## config.mk

```make
export PLATFORM = sky130hd
export DESIGN_NAME = ppu_vram_port
export DESIGN_NICKNAME = d
export VERILOG_FILES = /design/src/rtl/ppu_vram_port.sv
export SDC_FILE = /design/constraint.sdc
export NUM_CORES = 1
export LEC_CHECK = 0
export BUFFER_PORTS_ARGS = -buffer_cell sky130_fd_sc_hd__buf_2
export CORE_MARGIN = 10
export CORE_UTILIZATION = 45
export CTS_BUF_LIST = sky130_fd_sc_hd__clkbuf_8
export DETAILED_ROUTE_END_ITERATION = 10
export PLACE_DENSITY_LB_ADDON = 0.08
export SETUP_SLACK_MARGIN = 0.1
export SYNTH_ARGS = -nofsm -noshare
export SYNTH_HDL_FRONTEND = slang
export SYNTH_SLANG_ARGS = --single-unit
```

## constraint.sdc

```tcl
create_clock -name clk -period 3.6 [get_ports clk]
set_clock_uncertainty 0.05 [all_clocks]
set_input_delay 0.18 -clock clk [delete_from_list [all_inputs] [get_ports clk]]
set_output_delay 0.18 -clock clk [all_outputs]
set_load 0.1 [all_outputs]
```

## src/rtl/ppu_vram_port.sv

```systemverilog
// CPU-side PPU register port: $2000/$2002/$2006/$2007 address and data path
// into VRAM and palette RAM, with the buffered-read behaviour of $2007.
module ppu_vram_port (
  input  logic        clk,
  input  logic        reset_n,
  input  logic        cpu_sel,
  input  logic        cpu_rw,
  input  logic [2:0]  cpu_reg,
  input  logic [7:0]  cpu_din,
  output logic [7:0]  cpu_dout,
  output logic        cpu_dout_valid,
  output logic        busy,
  output logic [13:0] vram_addr,
  output logic [7:0]  vram_wdata,
  output logic        vram_wren,
  output logic        vram_rden,
  input  logic [7:0]  vram_rdata,
  output logic [4:0]  pal_addr,
  output logic [7:0]  pal_wdata,
  output logic        pal_wren,
  input  logic [7:0]  pal_rdata
);

  typedef enum logic [1:0] {IDLE, WR, RD_ISSUE, RD_CAP} state_t;

  state_t      state;
  logic [13:0] v;
  logic [5:0]  t_hi;
  logic        w;
  logic        inc32;
  logic [7:0]  rbuf;
  logic [7:0]  wdata;

  logic [13:0] v_inc;
  logic        v_pal, v_nt, v_rom;

  assign v_inc = v + (inc32 ? 14'd32 : 14'd1);
  assign v_pal = (v >= 14'h3F00);
  assign v_rom = (v < 14'h2000);
  assign v_nt  = !v_pal && !v_rom;

  assign busy       = (state != IDLE);
  assign pal_addr   = v[4:0];
  // Reads fold the $3xxx mirror back onto the nametable range
  assign vram_addr  = (state == RD_ISSUE) ? (v & 14'h2FFF) : v;
  assign vram_wdata = wdata;
  assign pal_wdata  = wdata;

  always_ff @(posedge clk or negedge reset_n) begin
    if (!reset_n) begin
      state          <= IDLE;
      v              <= '0;
      t_hi           <= '0;
      w              <= 1'b0;
      inc32          <= 1'b0;
      rbuf           <= '0;
      wdata          <= '0;
      cpu_dout       <= '0;
      cpu_dout_valid <= 1'b0;
      vram_wren      <= 1'b0;
      vram_rden      <= 1'b0;
      pal_wren       <= 1'b0;
    end else begin
      cpu_dout_valid <= 1'b0;
      vram_wren      <= 1'b0;
      vram_rden      <= 1'b0;
      pal_wren       <= 1'b0;
      case (state)
        IDLE: if (cpu_sel) begin
          if (cpu_rw) begin
            case (cpu_reg)
              3'd2: w <= 1'b0;
              3'd7: begin
                cpu_dout       <= v_pal ? pal_rdata : rbuf;
                cpu_dout_valid <= 1'b1;
                vram_rden      <= !v_rom;
                state          <= RD_ISSUE;
              end
              default: ;
            endcase
          end else begin
            case (cpu_reg)
              3'd0: inc32 <= cpu_din[2];
              3'd6: begin
                if (!w) begin
                  t_hi <= cpu_din[5:0];
                  w    <= 1'b1;
                end else begin
                  v <= {t_hi, cpu_din};
                  w <= 1'b0;
                end
              end
              3'd7: begin
                // strobes are registered so they line up with the WR cycle
                wdata     <= cpu_din;
                vram_wren <= v_nt;
                pal_wren  <= v_pal;
                state     <= WR;
              end
              default: ;
            endcase
          end
        end
        WR: begin
          v     <= v_inc;
          state <= IDLE;
        end
        RD_ISSUE: state <= RD_CAP;
        RD_CAP: begin
          rbuf  <= v_rom ? 8'h00 : vram_rdata;
          v     <= v_inc;
          state <= IDLE;
        end
        default: state <= IDLE;
      endcase
    end
  end

endmodule

```

==> results of run 1 <==
## layout make-up
cell class                      count  area, um^2  share of cell area
Multi-Input combinational cell    166        1276              0.3977
Timing Repair Buffer               80       407.9              0.1271
Inverter                            5       18.77            0.005848
Clock buffer                        5       68.82             0.02144
Tap cell                           75       93.84             0.02924
Sequential cell                    52        1301              0.4055
Clock inverter                      3       42.54             0.01326
## timing repair
action / in CTS / in global routing
hold endpoints to repair: 13 / 0
buffers inserted: 0 / 0
hold buffers: 1 / 0
## through the flow
stage	hold WS (ps)	setup slack [ps]	std cells	util	area (um^2)
after floorplan	-165.6	375.9	259	-	2844
after global placement	41.99	1072	377	0.5125	3088
after detailed placement	47.11	1028	377	0.5125	3088
after CTS	48.10	689.6	386	0.5326	3209
after global routing	58.70	491.3	386	0.5326	3209
final	53.13	653.4	386	0.5326	3209
## registers in the layout, summed over array words and instances, names as in the netlist, 2 cells and up
signal	count
cpu_dout	8
pal_wdata	8
rbuf	8
state	2
t_hi	6
v	14
## critical path, cell delays in order (launching register included)
cell                       delay [ps]
sky130_fd_sc_hd__dfrtp_1          890
sky130_fd_sc_hd__clkinv_1         690
sky130_fd_sc_hd__nand2_1          350
sky130_fd_sc_hd__buf_2            480
## synthesized netlist by cell type, types with 2 or more instances
| cell | count | area [um^2] |
|---|---|---|
| sky130_fd_sc_hd__inv_1 | 4 | 15.01 |
| sky130_fd_sc_hd__mux2i_1 | 15 | 150.1 |
| sky130_fd_sc_hd__dfrtp_1 | 52 | 1301 |
| sky130_fd_sc_hd__o211ai_1 | 4 | 30.03 |
| sky130_fd_sc_hd__buf_4 | 28 | 210.2 |
| sky130_fd_sc_hd__nor3_1 | 3 | 15.01 |
| sky130_fd_sc_hd__o21ai_0 | 14 | 70.07 |
| sky130_fd_sc_hd__and3_1 | 4 | 25.02 |
| sky130_fd_sc_hd__mux2_2 | 24 | 270.3 |
| sky130_fd_sc_hd__nand2_1 | 32 | 120.1 |
| sky130_fd_sc_hd__and4_1 | 2 | 17.52 |
| sky130_fd_sc_hd__xnor2_1 | 3 | 26.28 |
| sky130_fd_sc_hd__xor2_1 | 4 | 35.03 |
| sky130_fd_sc_hd__ha_1 | 3 | 37.54 |
| sky130_fd_sc_hd__nand3_1 | 11 | 55.05 |
| sky130_fd_sc_hd__clkbuf_1 | 6 | 22.52 |
| sky130_fd_sc_hd__a21oi_1 | 8 | 40.04 |
| sky130_fd_sc_hd__nand4b_1 | 3 | 26.28 |
| sky130_fd_sc_hd__and4b_1 | 2 | 20.02 |
| sky130_fd_sc_hd__a31oi_1 | 2 | 12.51 |
| sky130_fd_sc_hd__a311oi_1 | 3 | 26.28 |
| sky130_fd_sc_hd__mux2_4 | 8 | 120.1 |
| sky130_fd_sc_hd__nand4_1 | 3 | 18.77 |
| sky130_fd_sc_hd__nor2_1 | 3 | 11.26 |
## path summary, 6_finish.rpt
check,to,depth (start not counted)
hold reg to reg,rbuf[0],2
setup / recovery,busy,3
hold / removal,rbuf[6],3
setup reg to reg,pal_wdata[3],3
max in group asynchronous,v[9],3
min in group asynchronous,cpu_dout[4],2
## routing by layer
layer | GRT usage | up-vias | routed length [um]
li1 | - | 1011 | -
met1 | 0.1860 | 1015 | 3224
met2 | 0.1894 | 58 | 2971
met3 | 0.03737 | 6 | 324
met4 | 0.03638 | 0 | 55
met5 | 0 | - | 0
## cell usage in the layout, fill, tap and decap left out, types with 3 or more instances in the layout
cell | Yosys | final
sky130_fd_sc_hd__mux2_2 | 24 | 24
sky130_fd_sc_hd__o211ai_1 | 4 | 4
sky130_fd_sc_hd__a311oi_1 | 3 | 3
sky130_fd_sc_hd__mux2i_1 | 15 | 15
sky130_fd_sc_hd__o21ai_0 | 14 | 14
sky130_fd_sc_hd__xnor2_1 | 3 | 3
sky130_fd_sc_hd__nor2_1 | 3 | 3
sky130_fd_sc_hd__nand2_1 | 32 | 32
sky130_fd_sc_hd__and3_1 | 4 | 4
sky130_fd_sc_hd__nor3_1 | 3 | 3
sky130_fd_sc_hd__xor2_1 | 4 | 4
sky130_fd_sc_hd__nand4b_1 | 3 | 3
sky130_fd_sc_hd__dfrtp_1 | 52 | 52
sky130_fd_sc_hd__nand4_1 | 3 | 3
sky130_fd_sc_hd__a21oi_1 | 8 | 8
sky130_fd_sc_hd__nand3_1 | 11 | 11
sky130_fd_sc_hd__buf_2 | 0 | 78
sky130_fd_sc_hd__ha_1 | 3 | 3
sky130_fd_sc_hd__clkbuf_8 | 0 | 5
sky130_fd_sc_hd__mux2_4 | 8 | 8
sky130_fd_sc_hd__inv_1 | 4 | 4
## cells by family (layout without fill, tap and decap cells)
kind of cell / Yosys count / after routing / synth area share
AOI/OAI and AO/OA: 36 / 36 / 0.07920
xor gates and xnor gates: 7 / 7 / 0.02156
adders and majority gates: 3 / 3 / 0.01320
buffers and inverters: 41 / 93 / 0.09370
DFF: 52 / 52 / 0.4575
muxes: 47 / 47 / 0.1901
and+or+nand+nor: 73 / 73 / 0.1447
==> results.md, run 1 <==
- Setup crit end kind: primary output
- Cell at the root of the clock tree: sky130_fd_sc_hd__clkbuf_8
- Setup Viol. Count Final: 0
- Post-cts repair resize count: 0
- Flip-flop and latch count after synthesis: 52
- Synthesized area divided by synthesized cell count: 10.98 um^2
- Slew margin rel.: 0.4530
- Largest net degree at the start of global routing: 40
- Synth async-reset ratio: 1.000
- Clk_lat worst skew: 310 ps
- Count of vias placed by the detailed router: 2090
- Wire length of the first global-routing pass: 10720 um
- Cell row count: 28
- HP Start: vram_rdata[6]
- CP Launch Type: flop
- Arrival time of data at the critical path endpoint: 2720 ps
- EDFF count, synth: 0
- Total wire length: 6575 um
- Biggest fanout along the worst timing path: 23
- Post-DR wirelength/cell: 17.03 um
- Estimated wirelength of the detail-placed design: 4921 um
- Number of sinks on the clock net: 52
- Clock slew seen by the registers of the worst setup and hold paths: approximately 100 ps
- Weighted congestion reported at the end of routability-driven placement: 0.7551
- Area of the placeable core: 0.006026 mm^2
- Netlist Area Pre-Place: around 0.0028 mm^2
- Yosys warnings: 0
- Clock tree from TritonCTS: done
- Buffers from clock root to sink, at most: 2
- H-tree levels: 2
- Clock buffer count from CTS: 5
- Net Count, Synth: slightly below 300
- Diodes inserted: 0
- Fraction of final layout cells with drive strength greater than 1: 0.4051
- Mean number of vias per cell: 5.415
- Critical path data required time: 3370 ps
- Final period demand of the worst path: 2947 ps
- Overall overflow remaining after global route: 0
- Initial Utilization: 0.4720
- GR Util All Layers: 0.1314
- Ports placed on the boundary: 79
- Unrepaired setup endpoints after global routing: false
- Sequential element share of the synthesized area: 0.4575
- Die H: 99.50 um
- Reg-to-reg slack, setup: ~990 ps
- Synthesized netlist cell count: 259
- 1st-iter DRT viols: approximately 110
- Number of port buffers: 78
- Final-layout setup total negative slack: 0 ps
- Status: complete, no violations
- Layout area overhead: 12.85%
- Beginning of the worst register-to-register path: state[0]
- # DRC: 0
- Die Span X: about 100 um
- Iteration count of the initial detailed-routing pass: 4
- Initial antenna violation count: 0
- Count of fill cells added during filler insertion: 564
- Measured slew at the worst slew-check pin: 820.5 ps
- Final ANT Viol Nets: 0
- Number of distinct library cells after synthesis: 42
- Count of max-cap constraint violations: 0
- Final Hold Fails: 0
- DIE AREA: 0.009900 mm^2
- Final layout net count: 344
- Category of the critical setup timing path: flop to primary output
- Final Cycle Share: 0.8185
- Dominant synthesized flop cell: sky130_fd_sc_hd__dfrtp_1
- Timing startpoint of the critical path: state[0]
- Slew Viols, Final: 0
- Vias in the first global route: 2047
- Maximum clock frequency: 0.3394 GHz
- Hold Crit Class: input port to flop
Power of run 1 is left out: the tool's default activity adds up to more than one toggle a clock period on the data nets, which glitch-free logic cannot reach.
==> run 2: changes to the inputs <==
Clock period 3.6 ns to 3.02 ns, I/O delays scaled along.
==> results.md, run 2 (synthesis results as in run 1) <==
- Overall overflow remaining after global route: 0 (unchanged)
- Met2 Resource Use GR: 0.1929 (was 0.1894)
- Clock slew seen by the registers of the worst setup and hold paths: 90 ps (was 100 ps)
- Initial Utilization: 0.4720 (unchanged)
- Iteration count of the initial detailed-routing pass: 4 (unchanged)
- Final ANT Viol Nets: 0 (unchanged)
- Count of fill cells added during filler insertion: 587 (was 564)
- Clk_lat worst skew: 300 ps (was 310 ps)
- Leading cell type in the layout, fill and taps excluded: sky130_fd_sc_hd__buf_2 (unchanged)
- Diodes inserted: 0 (unchanged)
- Clock tree from TritonCTS: done (unchanged)
- CP Launch Type: flop (unchanged)
- Slew Viols, Final: 0 (unchanged)
- Arrival time of data at the critical path endpoint: 2170 ps (was 2720 ps)
- Cell with the largest stage delay on the worst path: sky130_fd_sc_hd__dfrtp_1 (unchanged)
- Routing usage on met3: 0.04014 (was 0.03737)
- Unrepaired setup endpoints after global routing: false (unchanged)
- Maximum clock frequency: approximately 0.42 GHz
- Final layout net count: 346 (was 344)
- Estimated wirelength of the detail-placed design: 4952 um (was 4921 um)
- Largest net degree at the start of global routing: 38 (was 40)
- Count of max-cap constraint violations: 0 (unchanged)
- Die H: 99.50 um (unchanged)
- Die Span X: 99.50 um (unchanged)
- List of cells traversed by the critical path: clkinv_1 > buf_4 > nand2_1 > buf_2 (was clkinv_1 > nand2_1 > buf_2)
- H-tree levels: 2 (unchanged)
- Final Cycle Share: 0.7844
- Number of sinks on the clock net: 52 (unchanged)
- Reg area: 0.001301 mm^2 (unchanged)
- Vias in the first global route: 2063 (was 2047)
- Register with the most flip-flops: v (unchanged)
- Area used by multi-input combinational logic: 0.001276 mm^2 (unchanged)
- Slew margin rel.: 0.4568 (was 0.4530)
- Cell row count: 28 (unchanged)
- Weighted congestion reported at the end of routability-driven placement: 0.8041 (was 0.7551)
- Final-layout setup total negative slack: 0 ps (unchanged)
- Area of the placeable core: 0.006026 mm^2 (unchanged)
- Fraction of final layout cells with drive strength greater than 1: 0.4026 (was 0.4051)
- Status: complete, no violations (unchanged)
- Total wire length: 6423 um (was 6575 um)
- Setup crit end kind: primary output (unchanged)
- Category of the critical setup timing path: flop to primary output (unchanged)
- Layout area overhead: 12.63% (was 12.85%)
- Wire length of the first global-routing pass: 10610 um (was 10720 um)
- Hold Crit Class: input port to flop (unchanged)
- Met1 capacity usage during global routing: 0.1776 (was 0.1860)
- Setup Fix Bufs, Post-CTS: 0 (unchanged)
- Measured slew at the worst slew-check pin: 814.9 ps (was 820.5 ps)
- Setup Viol. Count Final: 0 (unchanged)
- Cell at the root of the clock tree: sky130_fd_sc_hd__clkbuf_8 (unchanged)
- Critical path data required time: 2820 ps (was 3370 ps)
- Count of vias placed by the detailed router: 2050 (was 2090)
- Max FFs per register: 14 (unchanged)
- Final period demand of the worst path: 2369 ps
- DIE AREA: 0.009900 mm^2 (unchanged)
- Mean number of vias per cell: 5.284 (was 5.415)
- Most used cells in the layout excluding fill and tap cells: sky130_fd_sc_hd__buf_2, sky130_fd_sc_hd__dfrtp_1, sky130_fd_sc_hd__nand2_1 (unchanged)
- Global route hottest layer: met2 (unchanged)
- Ports placed on the boundary: 79 (unchanged)
- # DRC: 0 (unchanged)
- Initial antenna violation count: 0 (unchanged)
- Final Hold Fails: 0 (unchanged)
- Clock buffer count from CTS: 5 (unchanged)
- Post-DR wirelength/cell: 16.55 um (was 17.03 um)
- GR Util All Layers: 0.1301 (was 0.1314)
- Longest individual stage delay on the worst path: 840 ps (was 890 ps)
- 1st-iter DRT viols: 122 (was 108)
- Number of port buffers: 78 (unchanged)
- Buffers from clock root to sink, at most: 2 (unchanged)
- Biggest fanout along the worst timing path: 23 (unchanged)
[run 2: routing by layer]
metal | wire length (um) | vias to the layer above
met1 | 3031 | 984
met5 | 0 | -
li1 | - | 1008
met3 | 357 | 7
met4 | 71 | 0
met2 | 2962 | 51
[run 2: final cells by class]
class,count,area share
Sequential cell,52,0.4063
Multi-Input combinational cell,166,0.3984
Timing Repair Buffer,82,0.1320
Tap cell,75,0.02930
Clock buffer,6,0.02578
Inverter,5,0.005859
Clock inverter,2,0.002344
[run 2: path summary, 6_finish.rpt]
kind                               start      end  slack [ps]  depth (start not counted)
max in group asynchronous        reset_n  rbuf[3]        1780                          3
min in group asynchronous        reset_n    inc32         420                          2
hold / removal             vram_rdata[6]  rbuf[6]          40                          3
setup / recovery                state[0]     busy         650                          4
hold reg to reg                  rbuf[5]  rbuf[5]         430                          2
setup reg to reg                state[0]  t_hi[4]         960                          3
[run 2: worst max-delay path: cells and delay by family (launching register included)]
family,cells,cell delay [ps]
flip-flops,1,840
buffers and inverters,3,880
AND/OR/NAND/NOR,1,140
[run 2: per-stage QoR]
step / area [um^2] / instances / util / hold slack [ps] / worst slack (ps)
finish: 3203 / 388 / 0.5316 / 36.94 / 651.0
global route: 3203 / 388 / 0.5316 / 28.05 / 472.6
CTS: 3203 / 388 / 0.5316 / 28.27 / 614.9
detailed placement: 3103 / 379 / 0.5150 / 248.5 / 942.9
global placement: 3103 / 379 / 0.5150 / 244.3 / 978.6
floorplan: 2844 / 259 / - / -194.6 / 589.4
[run 2: what timing repair did]
| item | CTS | global route |
|---|---|---|
| hold endpoints to repair | 36 | 0 |
| resized for setup | 0 | 0 |
| hold buffers | 1 | 0 |
Power of run 2 is left out for the same reason.
